<file path="config.mk">
export PLATFORM = sky130hd
export DESIGN_NAME = dcntr8_flat
export DESIGN_NICKNAME = d
export VERILOG_FILES = /design/src/rtl/dcntr8_if.sv /design/src/rtl/dcntr8.sv /design/src/flat_wrapper.sv
export SDC_FILE = /design/constraint.sdc
export NUM_CORES = 1
export LEC_CHECK = 0
export ABC_AREA = 0
export BUFFER_PORTS_ARGS = -buffer_cell sky130_fd_sc_hd__buf_2
export CAP_MARGIN = 20
export CORE_AREA = 5 5 42 44
export DETAILED_ROUTE_END_ITERATION = 12
export DIE_AREA = 0 0 47 49
export PLACE_DENSITY = 0.72
export SYNTH_ARGS = -nofsm -noshare
export SYNTH_HDL_FRONTEND = slang
export SYNTH_SLANG_ARGS = --single-unit
export TNS_END_PERCENT = 1
</file>
<file path="constraint.sdc">
create_clock -name clk -period 4 [get_ports clk]
set_input_delay 0.8 -clock clk [delete_from_list [all_inputs] [get_ports clk]]
set_output_delay 0.8 -clock clk [all_outputs]
set_load 0.01 [all_outputs]
</file>
<file path="src/rtl/dcntr8_if.sv">
// dcntr8 request/status bundle.
// Master drives load/dec/d_in, slave returns the count and flags.
interface dcntr8_if #(
   parameter int WIDTH = 8
);
   logic             load;
   logic             dec;
   logic [WIDTH-1:0] d_in;
   logic [WIDTH-1:0] d_out;
   logic [1:0]       o_state;
   logic             zero;
   logic             borrow;

   modport master (
      output load, dec, d_in,
      input  d_out, o_state, zero, borrow
   );

   modport slave (
      input  load, dec, d_in,
      output d_out, o_state, zero, borrow
   );
endinterface

</file>
<file path="src/rtl/dcntr8.sv">
// Loadable down-counter with a small IDLE/LOAD/DEC/HOLD FSM.
// Decrement adds all-ones through a chain of 4-bit CLA slices.
module cla4 (
   input  logic [3:0] a,
   input  logic [3:0] b,
   input  logic       ci,
   output logic [3:0] s,
   output logic       co
);
   logic [3:0] g;
   logic [3:0] p;
   logic [4:0] c;

   assign g = a & b;
   assign p = a ^ b;

   // lookahead carries, flattened per bit
   assign c[0] = ci;
   assign c[1] = g[0] | (p[0] & ci);
   assign c[2] = g[1] | (p[1] & g[0])
               | (p[1] & p[0] & ci);
   assign c[3] = g[2] | (p[2] & g[1])
               | (p[2] & p[1] & g[0])
               | (p[2] & p[1] & p[0] & ci);
   assign c[4] = g[3] | (p[3] & g[2])
               | (p[3] & p[2] & g[1])
               | (p[3] & p[2] & p[1] & g[0])
               | (p[3] & p[2] & p[1] & p[0] & ci);

   assign s  = p ^ c[3:0];
   assign co = c[4];
endmodule

module dcntr8 #(
   parameter int WIDTH = 8
) (
   input logic     clk,
   input logic     reset_n,
   dcntr8_if.slave bus
);
   localparam int NS = WIDTH / 4;

   typedef enum logic [1:0] {
      IDLE = 2'b00,
      LOAD = 2'b01,
      DEC  = 2'b10,
      HOLD = 2'b11
   } state_t;

   state_t           state;
   state_t           nxt;
   logic [WIDTH-1:0] cnt;
   logic [WIDTH-1:0] cnt_m1;
   logic [NS:0]      cy;
   logic             brw;

   assign cy[0] = 1'b0;

   for (genvar i = 0; i < NS; i++) begin : g_sl
      cla4 u_sl (
         .a  (cnt[4*i +: 4]),
         .b  (4'hF),
         .ci (cy[i]),
         .s  (cnt_m1[4*i +: 4]),
         .co (cy[i+1])
      );
   end

   // next state: load beats dec, idle only persists from idle
   always_comb begin
      nxt = HOLD;
      unique case (1'b1)
         bus.load:
            nxt = LOAD;
         (!bus.load && bus.dec):
            nxt = DEC;
         (!bus.load && !bus.dec):
            nxt = (state == IDLE) ? IDLE : HOLD;
      endcase
   end

   // state, count and borrow pulse registered together
   always_ff @(posedge clk) begin
      if (!reset_n) begin
         state <= IDLE;
         cnt   <= '0;
         brw   <= 1'b0;
      end else begin
         state <= nxt;
         brw   <= 1'b0;
         case (nxt)
            LOAD: cnt <= bus.d_in;
            DEC: begin
               cnt <= cnt_m1;
               // no carry out of x + all-ones means x was 0
               brw <= ~cy[NS];
            end
            default: cnt <= cnt;
         endcase
      end
   end

   assign bus.d_out   = cnt;
   assign bus.o_state = state;
   assign bus.zero    = (cnt == '0);
   assign bus.borrow  = brw;
endmodule

</file>
<file path="src/flat_wrapper.sv">
// flat-port wrapper written by rule: the top's interface ports become plain ports
module dcntr8_flat 
#(
   parameter int WIDTH = 8
)
  (clk, reset_n, bus_load, bus_dec, bus_d_in, bus_d_out, bus_o_state, bus_zero, bus_borrow);
  dcntr8_if #(.WIDTH(WIDTH)) bus_i ();
  input logic clk;
  input logic reset_n;
  input wire logic [$bits(bus_i.load)-1:0] bus_load;
  input wire logic [$bits(bus_i.dec)-1:0] bus_dec;
  input wire logic [$bits(bus_i.d_in)-1:0] bus_d_in;
  output wire logic [$bits(bus_i.d_out)-1:0] bus_d_out;
  output wire logic [$bits(bus_i.o_state)-1:0] bus_o_state;
  output wire logic [$bits(bus_i.zero)-1:0] bus_zero;
  output wire logic [$bits(bus_i.borrow)-1:0] bus_borrow;
  assign bus_i.load = bus_load;
  assign bus_i.dec = bus_dec;
  assign bus_i.d_in = bus_d_in;
  assign bus_d_out = bus_i.d_out;
  assign bus_o_state = bus_i.o_state;
  assign bus_zero = bus_i.zero;
  assign bus_borrow = bus_i.borrow;
  dcntr8 #(.WIDTH(WIDTH)) u_core (.clk(clk), .reset_n(reset_n), .bus(bus_i));
endmodule
</file>
* After elaboration in Yosys (flattened, before gate mapping)
Index checks and enable logic that the tools add are counted.
Storage, ports and cells: bits in registers 11, input port bits 12, output and inout port bits 12, word-level logic and storage cells 62
Cells by class: equal/unequal tests 2, muxes and demuxes 3, bitwise gates (word level) 46, reduce and logical (&&, ||, !) cells 8
Operators with widths (count):
- 1-bit bitwise AND | 25
- 1-bit OR | 16
- 8-bit case mux with 2 select lines | 1
- 8-bit zero test | 1
- 4-bit inverter | 2
- 4-bit bitwise XOR | 2
- 2-bit case mux with 3 select lines | 1
- 2-bit by 1-bit equality test with 1-bit output, second input constant | 1
- 2-bit equality test, second input constant | 1
- 1-bit logical AND | 2
- 1-bit zero test | 2
- 2-bit zero test | 1
- 2-bit two-way mux | 1
- 2-bit AND reduction | 1
- 2-bit nonzero test | 1
- 1-bit inverter | 1

* Depth between registers and ports, before layout
Gate-level depths: netlist (run 1).
depth in word-level cells 9, gate-level depth with buffers 5, depth with buffers taken out 5

* By module
Synthesis (run 1) repeated with hierarchy kept, for this count alone.
Second synthesis, totals: cells, all modules 82, area, all modules 848.3 um2
By module, submodules not included:
- dcntr8 | instances 1, cells each 48, area an instance 553.0 um2, sequential area each 220.2 um2
- cla4 | instances 2, cells each 17, area an instance 147.6 um2, sequential area each 0.0 um2

* Worst setup path before layout (run 1)
Ideal clock, no wire load.
path type reg2out, start point reg u_core.cnt[2], in the netlist u_core.bus.d_out[2], end point out bus_zero, data arrival time 1422 ps, data required time 3200 ps, path slack 1778 ps, cell stages (with the launch flop) 4, buffers on the path 0, cell sequence dfxtp_1 > or4_4 > or3_1 > nor2_1
On the way: cells in the longest elaborated chain, start to end 1
Ends and longest elaborated chain:
- start: declaration | RTL line dcntr8.sv:52 | logic [WIDTH-1:0] cnt;
- start signal: assignment | RTL line dcntr8.sv:92 | LOAD: cnt <= bus.d_in;
- start signal: assignment | RTL line dcntr8.sv:94 | cnt <= cnt_m1;
- start signal: assignment | RTL line dcntr8.sv:98 | default: cnt <= cnt;
- 8-bit zero test | RTL line dcntr8.sv:105 | assign bus.zero = (cnt == '0);
- end: declaration | RTL line flat_wrapper.sv:15 | output wire logic [$bits(bus_i.zero)-1:0] bus_zero;
Every way passes these cells.

* Final worst setup path (run 1)
Same ends and word-level chain as after synthesis.

==> summary.md, run 1 <==
| Metric | Value |
|---|---|
| Status | finished clean |
| Area added between synthesis and finish | 27.7% |
| Cell area after technology mapping | 556 um^2 |
| I/O pins | 24 |
| End of the worst register-to-register path | u_core.bus.d_out[7] |
| Post-route minimum period | 2.54 ns |
| Post-Syn Instances | 67 |
| Die footprint | 0.00230 mm^2 |
| Cell at the root of the clock tree | clkbuf_4 |
| Half-perimeter wire length after detailed placement | 996 um |
| Die width | 47 um |
| Total number of vias | 557 |
| Required time of the critical path | 3.20 ns |
| Net count reported at finish | 107 |
| Peak ir drop on the vdd network | 0.203 mV |
| Syn. warnings | 0 |
| Average wire per cell in the routed design | 12.3 um |
| Mean area per synthesized cell | 8.29 um^2 |
| Count of final hold-check violations | 0 |
| Buffer levels on the longest clock path | 2 |
| Net count after synthesis | 81 |
| Number of I/O port buffers | 23 |
| Inserted Clock Buffers | 3 |
| FMAX | 0.394 GHz |
| Depth of the CTS H-tree | 1 |
| Final Routed Wirelength | 1.32 mm |
| RD Place Congestion | 0.713 |
| Worst-margin pin slew | 0.351 ns |
| Data arrival time of the critical path | 1.74 ns |
| Cell Chain, Critical Path | or4_4 -> or3_1 -> nor2_1 -> buf_2 |
| Highest-count cells in the layout ignoring fill and taps | 23 x buf_2, 11 x dfxtp_1, 7 x nand2_1, 6 x inv_1, 5 x nor2_1 |
| Clk pin slew, worst setup/hold paths | 0.08 ns |
| Area fraction of the dominant cell type after synthesis | 39.6% |
| Leak Pwr | 0.344 nW |
| Post-layout power | 0.264 mW |
| Non-filler cells, final | 108 |
| Count of final setup violators | 0 |
| Gates resized, CTS repair | 0 |
| CP endpoint kind | primary output |
| Number of sinks handled by clock tree synthesis | 11 |
| Clock network latency to the later pin of the worst-skew pair | 0.27 ns |
| Max-slew violations | 0 |
| Number of cells after detailed placement | 104 |
| Min-delay worst type | flop to flop |
| TritonRoute pass-1 iters | 4 |
| Via count of the first global-routing pass | 495 |
| Most area-consuming cells after synthesis | dfxtp_1 40%, nand2_1 4.7%, ha_1 4.5% |
| Cell with the biggest individual delay on the critical path | or4_4 |
| Critical Path Max Stage Delay | 0.56 ns |
| Number of distinct library cells after synthesis | 29 |
| CTS Hold Buffers Added | 0 |
| WS Path Type | flop to primary output |
| Yosys reg bits | 11 |
| Setup repair after global routing missed its margin | no |
| Worst clock skew on the final layout | 0.00605 ns |
| Placement row count | 14 |
| Crit start category | flop |
| Commonest non-fill, non-tap cell in the layout | buf_2 |
| Wire length of the first global-routing pass | 2.12 mm |
| Die Y-Extent | 49 um |
| Antenna violations before repair | 0 |
| Post-detailed-route via-to-cell ratio | 5.16 |
| Worst reg-to-reg path cell count | 3 |
| Max-Slew Margin vs Limit | 76.6% |
| Final worst hold slack | 0.487 ns |
| Flop-to-flop setup slack | 2.39 ns |
| Fin crit share | 63.5% |
| CTS tree | yes |
| Maximum capacitance violations | 0 |
| Number of instances on the worst hold path | 2 |
| Setup fix buffers added after clock tree synthesis | 0 |
| Initial core utilization | 39.6% |
| First-iteration detailed-routing DRC count | 4 |
| R2R Path Start | u_core.bus.d_out[2] |
| Largest net degree at the start of global routing | 14 |
| Placeable core area | 0.00140 mm^2 |
| Number of routed nets with antenna violations | 0 |
| Cell type with the highest aggregate area in the netlist | dfxtp_1 |
| Global routing usage summed across all routing layers | 12.4% |
| Inserted Diodes | 0 |
| Fraction of the yosys area taken by sequential cells | 39.6% |
| Capture endpoint of the worst hold path | u_core.bus.o_state[1] |
| Total global routing overflow | 0 |
| Total negative slack for setup checks | 0 ns |
| Critical-path maximum fanout | 6 |
| Share of post-route cells with drive strength above 1 | 31.5% |
| Hold Startpoint | u_core.bus.o_state[0] |
| Number of remaining DRC errors | 0 |
| Power density cells | 372 mW/mm^2 |
[how the worst max path moves through the flow]
stage	from	to	slack (ns)	depth (start not counted)
6_report	u_core.bus.d_out[2]	bus_zero	1.46	4
5_1_grt	u_core.bus.d_out[2]	bus_zero	1.33	4
4_1_cts	u_core.bus.d_out[2]	bus_zero	1.45	4
3_5_place_dp	u_core.bus.d_out[2]	bus_zero	1.75	4
3_3_place_gp	u_core.bus.d_out[2]	bus_zero	1.76	4
2_1_floorplan	u_core.bus.d_out[2]	bus_zero	1.78	3
[critical path, delay by kind of cell (launching register included)]
| family | cells | cell delay [ns] |
|---|---|---|
| AND/OR/NAND/NOR | 3 | 0.99 |
| flip-flops | 1 | 0.35 |
| buffers and inverters | 1 | 0.13 |
[routing by layer]
metal / vias to the layer above / GRT usage (%) / routed length [um] / part of all wire [%]
met5: - / 0 / 0 / 0
met4: 0 / 4.15 / 15 / 1.1
met3: 2 / 5.90 / 120 / 9.1
met2: 27 / 17.2 / 568 / 43
met1: 241 / 16.6 / 619 / 47
li1: 287 / - / - / -
[registers in the layout, summed over array words and instances, names as in the netlist]
register	flops
u_core.bus.d_out	8
u_core.bus.o_state	2
u_core.bus.borrow	1
[kinds of logic (layout without fill, tap and decap cells)]
family,count (synthesis),in the layout,synth area share (%)
and+or+nand+nor,26,26,25.7
buffers and inverters,8,33,5.40
xor gates and xnor gates,3,3,4.73
AOI/OAI and AO/OA,16,16,18.2
adders and majority gates,2,2,4.50
DFF,11,11,39.6
muxes,1,1,1.80
[through the flow]
stage | worst slack [ns] | utilization, % | area (um^2)
final | 1.46 | 50.6 | 709
after detailed placement | 1.75 | 48.8 | 683
after CTS | 1.45 | 50.6 | 709
after global routing | 1.33 | 50.6 | 709
after global placement | 1.76 | 48.8 | 683
after floorplan | 1.78 | - | 556
[synth_stat cells, drive strengths merged]
cell and instances:
o21ai 4, ha 2, or3b 1, nor3b 1
a211oi 1, or4 2, o211ai 2, nand4 1
nand3b 1, o211a 1, xnor2 1, or3 4
inv 6, dfxtp 11, nand2b 1, o221ai 1
mux2i 1, nand2 7, a21oi 4, nor4 1
xor2 2, o21bai 1, clkbuf 1, buf 1
nor2 5, nor3 2, a31oi 2
[power by group]
group / switching, mW / internal (mW) / total (mW)
clock network: 0.0397 / 0.0386 / 0.0783
registers: 0.00890 / 0.118 / 0.127
logic: 0.0306 / 0.0282 / 0.0588
total: 0.0792 / 0.185 / 0.264
[cell type report]
cell class	count	area, um^2
inverter	6	22.5
fill	150	692
timing repair buffer	23	115
clock buffer	4	26.3
multi-input combinational	48	305
tap	16	20.0
sequential	11	220
No activity file was read; power rests on OpenSTA's default activity.
==> inputs of run 2 (changes only) <==
Settings changed: ABC_AREA 0 to 1, CORE_AREA 5 5 42 44 to default, CORE_MARGIN from default to 5, CORE_UTILIZATION from default to 41, DIE_AREA 0 0 47 49 to default.
Clock period 4 ns to 2.3 ns, I/O delays scaled along.
==> summary.md, run 2 <==
| Metric | Value |
|---|---|
| Number of remaining DRC errors | 0 (unchanged) |
| Area added between synthesis and finish | 25.0% |
| Worst reg-to-reg path cell count | 6 (+3) |
| Cell area after technology mapping | 596 um^2 (+7.2%) |
| Post-route minimum period | 1.78 ns |
| Die footprint | 0.00232 mm^2 (+0.52%) |
| Yosys reg bits | 11 (unchanged) |
| Net count reported at finish | 118 (+10%) |
| Depth of the CTS H-tree | 1 (unchanged) |
| Placeable core area | 0.00133 mm^2 (-4.8%) |
| Number of sinks handled by clock tree synthesis | 11 (unchanged) |
| Syn. warnings | 0 (unchanged) |
| CTS tree | yes |
| Inserted Clock Buffers | 3 (unchanged) |
| Antenna violations before repair | 0 (unchanged) |
| Fin crit share | 77.2% |
| Area fraction of the dominant cell type after synthesis | 37.0% (-2.7 points) |
| Placement row count | 13 (-1) |
| Via count of the first global-routing pass | 552 (+12%) |
| Share of post-route cells with drive strength above 1 | 35.9% (+4.4 points) |
| Total negative slack for setup checks | 0 ns (unchanged) |
| Net count after synthesis | 91 (+12%) |
| Number of distinct library cells after synthesis | 24 (-17%) |
| Max-Slew Margin vs Limit | 81.5% (+4.9 points) |
| Highest-count cells in the layout ignoring fill and taps | 23 x buf_2, 12 x nand2_1, 11 x dfxtp_1, 8 x inv_1, 6 x a21oi_1 |
| Crit start category | flop |
| Status | finished clean |
| Top-count cell post-synth | nand2_1 |
| Cell type with the highest aggregate area in the netlist | dfxtp_1 |
| Wire length of the first global-routing pass | 2.24 mm (+5.9%) |
| Setup fix buffers added after clock tree synthesis | 0 (unchanged) |
| Post-Syn Instances | 77 (+15%) |
| Setup repair after global routing missed its margin | no |
| Clock network latency to the later pin of the worst-skew pair | 0.27 ns (about the same) |
| Inserted Diodes | 0 (unchanged) |
| Total global routing overflow | 0 (unchanged) |
| EDFF count, synth | 0 (unchanged) |
| First-iteration detailed-routing DRC count | 10 (+6) |
| CP endpoint kind | primary output |
| Total number of vias | 590 (+5.9%) |
| Half-perimeter wire length after detailed placement | 1.06 mm (+6.7%) |
| Die width | 48.1 um (+2.4%) |
| Maximum capacitance violations | 0 (unchanged) |
| Number of cells after detailed placement | 114 (+9.6%) |
| FMAX | 0.563 GHz |
| Main flop type after synthesis | dfxtp_1 |
| Post-detailed-route via-to-cell ratio | 5.00 (-3.1%) |
| Fraction of registers with async set or reset after synthesis | 0% (unchanged) |
| Number of I/O port buffers | 23 (unchanged) |
| Most frequent cells after synthesis | 12 x nand2_1, 11 x dfxtp_1, 8 x inv_1, 6 x a21oi_1 |
| WS Path Type | flop to primary output |
| RD Place Congestion | 0.804 (+13%) |
| Power density cells | 626 mW/mm^2 (+68%) |
| I/O pins | 24 (unchanged) |
| Average wire per cell in the routed design | 11.5 um (-5.9%) |
| Max FFs per register | 8 (unchanged) |
| Mean area per synthesized cell | 7.73 um^2 (-6.7%) |
| Required time of the critical path | 1.84 ns (-1.36 ns) |
| Critical-path maximum fanout | 4 (-2) |
| Final Routed Wirelength | 1.36 mm (+2.8%) |
| Worst-margin pin slew | 0.276 ns (-0.0751 ns) |
| Clk pin slew, worst setup/hold paths | 0.07 ns (about the same) |
| Count of final hold-check violations | 0 (unchanged) |
| TritonRoute pass-1 iters | 4 (unchanged) |
| Area post-placement | 718 um^2 (+5.1%) |
| Fraction of the yosys area taken by sequential cells | 37.0% (-2.7 points) |
| Die Y-Extent | 48.1 um (-1.8%) |
| Initial core utilization | 44.7% (+5.0 points) |
| Final worst hold slack | 0.414 ns (-0.0738 ns) |
| Gates resized, CTS repair | 0 (unchanged) |
| Most area-consuming cells after synthesis | dfxtp_1 37%, nand2_1 7.6%, a22oi_1 6.3% |
| Worst clock skew on the final layout | 0.00545 ns (-0.000596 ns) |
| Global routing usage summed across all routing layers | 13.8% (+1.4 points) |
| Max-slew violations | 0 (unchanged) |
| Cell at the root of the clock tree | clkbuf_4 |
| Buffer levels on the longest clock path | 2 (unchanged) |
| Commonest non-fill, non-tap cell in the layout | buf_2 |
| Data arrival time of the critical path | 1.32 ns (-0.42 ns) |
| Count of final setup violators | 0 (unchanged) |
| Min-delay worst type | input pin to flop |
| Leak Pwr | 0.381 nW (+11%) |
| Largest net degree at the start of global routing | 11 (-3) |
| Peak ir drop on the vdd network | 0.342 mV (+68%) |
| Non-filler cells, final | 118 (+9.3%) |
| Number of routed nets with antenna violations | 0 (unchanged) |
| Number of instances on the worst hold path | 3 (+1) |
| CTS Hold Buffers Added | 0 (unchanged) |
| Final cell area excluding filler cells | 744 um^2 (+4.9%) |
[run 2: cell types whose count changed after synthesis, moves of 3 or more]
cell / previous run / this run
a22oi_1: 0 / 5
nand2_1: 7 / 12
clkinv_2: 0 / 3
o21ai_1: 0 / 3
or3_1: 3 / 0
[run 2: report_power, final]
part           leakage [nW]  switching [mW]  internal, mW
sequential           0.0909          0.0142         0.204
combinational         0.275          0.0647        0.0505
clock                0.0150          0.0656        0.0671
total                 0.381           0.145         0.322
[run 2: cells by family (layout without fill, tap and decap cells)]
kind of cell | after synthesis | after routing | share of synthesized area [%]
compound gates | 22 | 22 | 21.8
xor+xnor | 2 | 2 | 2.94
simple gates | 27 | 27 | 23.9
buf+inv | 13 | 39 | 10.1
flops | 11 | 11 | 37.0
fa+ha+maj | 2 | 2 | 4.20
[run 2: worst paths after layout]
kind	startpoint	to	slack, ns
worst max-delay path	u_core.bus.d_out[0]	bus_zero	0.52
worst min-delay path	reset_n	u_core.bus.d_out[1]	0.41
worst max register to register	u_core.bus.d_out[2]	u_core.bus.d_out[4]	0.93
worst min register to register	u_core.bus.d_out[4]	u_core.bus.d_out[4]	0.54
[run 2: metal layers]
metal	GRT usage, %	routed length [um]
met5	0	0
met4	6.45	6
met3	3.32	87
met2	21.1	640
met1	18.2	627
[run 2: final cells by class]
| type | instances | area (um^2) |
|---|---|---|
| fillers | 142 | 589 |
| multi-input cells | 53 | 315 |
| flip-flops and latches | 11 | 220 |
| repair buffers | 23 | 115 |
| inverters | 12 | 48.8 |
| clock buffers | 4 | 26.3 |
| well taps | 15 | 18.8 |
[run 2: critical path, cell delays in order (launching register included)]
cell	delay, ns
dfxtp_1	0.42
inv_1	0.09
ha_1	0.22
and3_2	0.20
buf_2	0.13
[run 2: stage by stage]
step	util [%]	power [mW]	setup slack [ns]
6_report	55.8	0.466	0.523
5_1_grt	55.8	0.502	0.453
4_1_cts	55.8	0.471	0.517
3_5_place_dp	53.8	0.338	0.812
3_3_place_gp	53.8	0.336	0.853
2_1_floorplan	-	0.300	0.907
==> inputs of run 3 (changes only) <==
Settings changed: CORE_UTILIZATION 41 to 45, PLACE_DENSITY 0.72 to 0.75.
Clock period 2.3 ns to 1.8 ns, I/O delays scaled along.
==> summary.md, run 3 (synthesized netlist as in run 2, its figures left out) <==
| Metric | Value |
|---|---|
| Count of final hold-check violations | 0 (unchanged) |
| Share of post-route cells with drive strength above 1 | 35.9% (unchanged) |
| TritonRoute pass-1 iters | 3 (-1) |
| RD Place Congestion | 0.717 (-11%) |
| Average wire per cell in the routed design | 12.1 um (+4.8%) |
| Count of final setup violators | 0 (unchanged) |
| WS Path Type | flop to primary output |
| Number of I/O port buffers | 23 (unchanged) |
| Max-Slew Margin vs Limit | 79.6% (-1.9 points) |
| Commonest non-fill, non-tap cell in the layout | buf_2 |
| Via count of the first global-routing pass | 491 (-11%) |
| Peak ir drop on the vdd network | 0.427 mV (+25%) |
| Initial core utilization | 46.9% (+2.3 points) |
| CTS tree | yes |
| Buffer levels on the longest clock path | 2 (unchanged) |
| Gates resized, CTS repair | 0 (unchanged) |
| Placement row count | 13 (unchanged) |
| FMAX | 0.601 GHz |
| Max-slew violations | 0 (unchanged) |
| Antenna violations before repair | 0 (unchanged) |
| Net count reported at finish | 118 (unchanged) |
| Wire length of the first global-routing pass | 2.13 mm (-4.9%) |
| Power density cells | 806 mW/mm^2 (+29%) |
| Total global routing overflow | 0 (unchanged) |
| Total negative slack for setup checks | 0 ns (unchanged) |
| Global routing usage summed across all routing layers | 14.6% (+0.79 points) |
| Worst clock skew on the final layout | 0.000990 ns (-0.00446 ns) |
| Crit start category | flop |
| First-iteration detailed-routing DRC count | 13 (+3) |
| Worst-margin pin slew | 0.304 ns (+0.0287 ns) |
| Inserted Clock Buffers | 3 (unchanged) |
| Leak Pwr | 0.381 nW (unchanged) |
| Final Routed Wirelength | 1.43 mm (+4.8%) |
| Required time of the critical path | 1.44 ns (-0.40 ns) |
| Max FFs per register | 8 (unchanged) |
| Fin crit share | 92.5% |
| Critical-path maximum fanout | 4 (unchanged) |
| Total number of vias | 588 (-0.34%) |
| Setup fix buffers added after clock tree synthesis | 0 (unchanged) |
| I/O pins | 24 (unchanged) |
| Number of routed nets with antenna violations | 0 (unchanged) |
| Post-Route Utilization | 58.7% (+2.9 points) |
| Post-detailed-route via-to-cell ratio | 4.98 (-0.34%) |
| Number of sinks handled by clock tree synthesis | 11 (unchanged) |
| Area added between synthesis and finish | 25.0% (unchanged) |
| Highest-count cells in the layout ignoring fill and taps | 23 x buf_2, 12 x nand2_1, 11 x dfxtp_1, 8 x inv_1, 6 x a21oi_1 |
| Min-delay worst type | input pin to flop |
| Fill cell total of the finished layout | 131 (-7.7%) |
| Status | finished clean |
| Placeable core area | 0.00127 mm^2 (-4.9%) |
| Depth of the CTS H-tree | 1 (unchanged) |
| CTS Hold Buffers Added | 0 (unchanged) |
| Cell at the root of the clock tree | clkbuf_4 |
| Clock network latency to the later pin of the worst-skew pair | 0.26 ns (about the same) |
| Maximum capacitance violations | 0 (unchanged) |
| Number of remaining DRC errors | 0 (unchanged) |
| Die Y-Extent | 46.4 um (-3.6%) |
| Die footprint | 0.00215 mm^2 (-7.1%) |
| Post-layout power | 0.600 mW (+29%) |
| Inserted Diodes | 0 (unchanged) |
| Half-perimeter wire length after detailed placement | 1.04 mm (-1.9%) |
| Largest net degree at the start of global routing | 11 (unchanged) |
| Clk pin slew, worst setup/hold paths | 0.08 ns (about the same) |
| CP endpoint kind | primary output |
| Data arrival time of the critical path | 1.30 ns (-0.02 ns) |
| Post-route minimum period | 1.66 ns |
| Setup repair after global routing missed its margin | no |
| Die width | 46.4 um (-3.6%) |
==> run 3: worst max-delay path, stage by stage, from the launching register on <==
cell and delay [ns]:
dfxtp_1 0.41, inv_1 0.08, ha_1 0.22, and3_2 0.19, buf_2 0.13
==> run 3: final timing paths <==
check	from	depth (start not counted)	slack [ns]	end
setup / recovery	u_core.bus.d_out[0]	4	0.14	bus_zero
hold / removal	reset_n	3	0.32	u_core.bus.d_out[0]
setup reg to reg	u_core.bus.d_out[2]	6	0.46	u_core.bus.d_out[4]
hold reg to reg	u_core.bus.d_out[4]	2	0.53	u_core.bus.d_out[4]
==> run 3: report_power, final <==
| group | leakage [nW] | internal (mW) | total [mW] | switching [mW] |
|---|---|---|---|---|
| combinational | 0.275 | 0.0644 | 0.148 | 0.0832 |
| clock | 0.0150 | 0.0856 | 0.174 | 0.0880 |
| sequential | 0.0909 | 0.261 | 0.279 | 0.0184 |
| total | 0.381 | 0.411 | 0.600 | 0.190 |
==> run 3: final cells by class <==
cell class | count | area [um^2] | area share, %
multi-input cells | 53 | 315 | 42.4
flip-flops and latches | 11 | 220 | 29.6
repair buffers | 23 | 115 | 15.5
inverters | 12 | 48.8 | 6.55
clock buffers | 4 | 26.3 | 3.53
well taps | 15 | 18.8 | 2.52
==> run 3: metal layers <==
metal  vias up  wire length (um)  global-route usage [%]
li1        303                 -                       -
met1       269               651                    17.6
met2        14               665                    22.0
met3         2                85                    3.91
met4         0                23                    10.2
met5         -                 0                       0
==> run 3: per-stage QoR <==
stage	setup WS, ns	hold slack [ns]	area, um^2	cells
after floorplan	0.503	0.465	596	77
after global placement	0.456	0.507	718	114
after detailed placement	0.431	0.520	718	114
after CTS	0.132	0.316	744	118
after global routing	0.0850	0.321	744	118
final	0.135	0.320	744	118
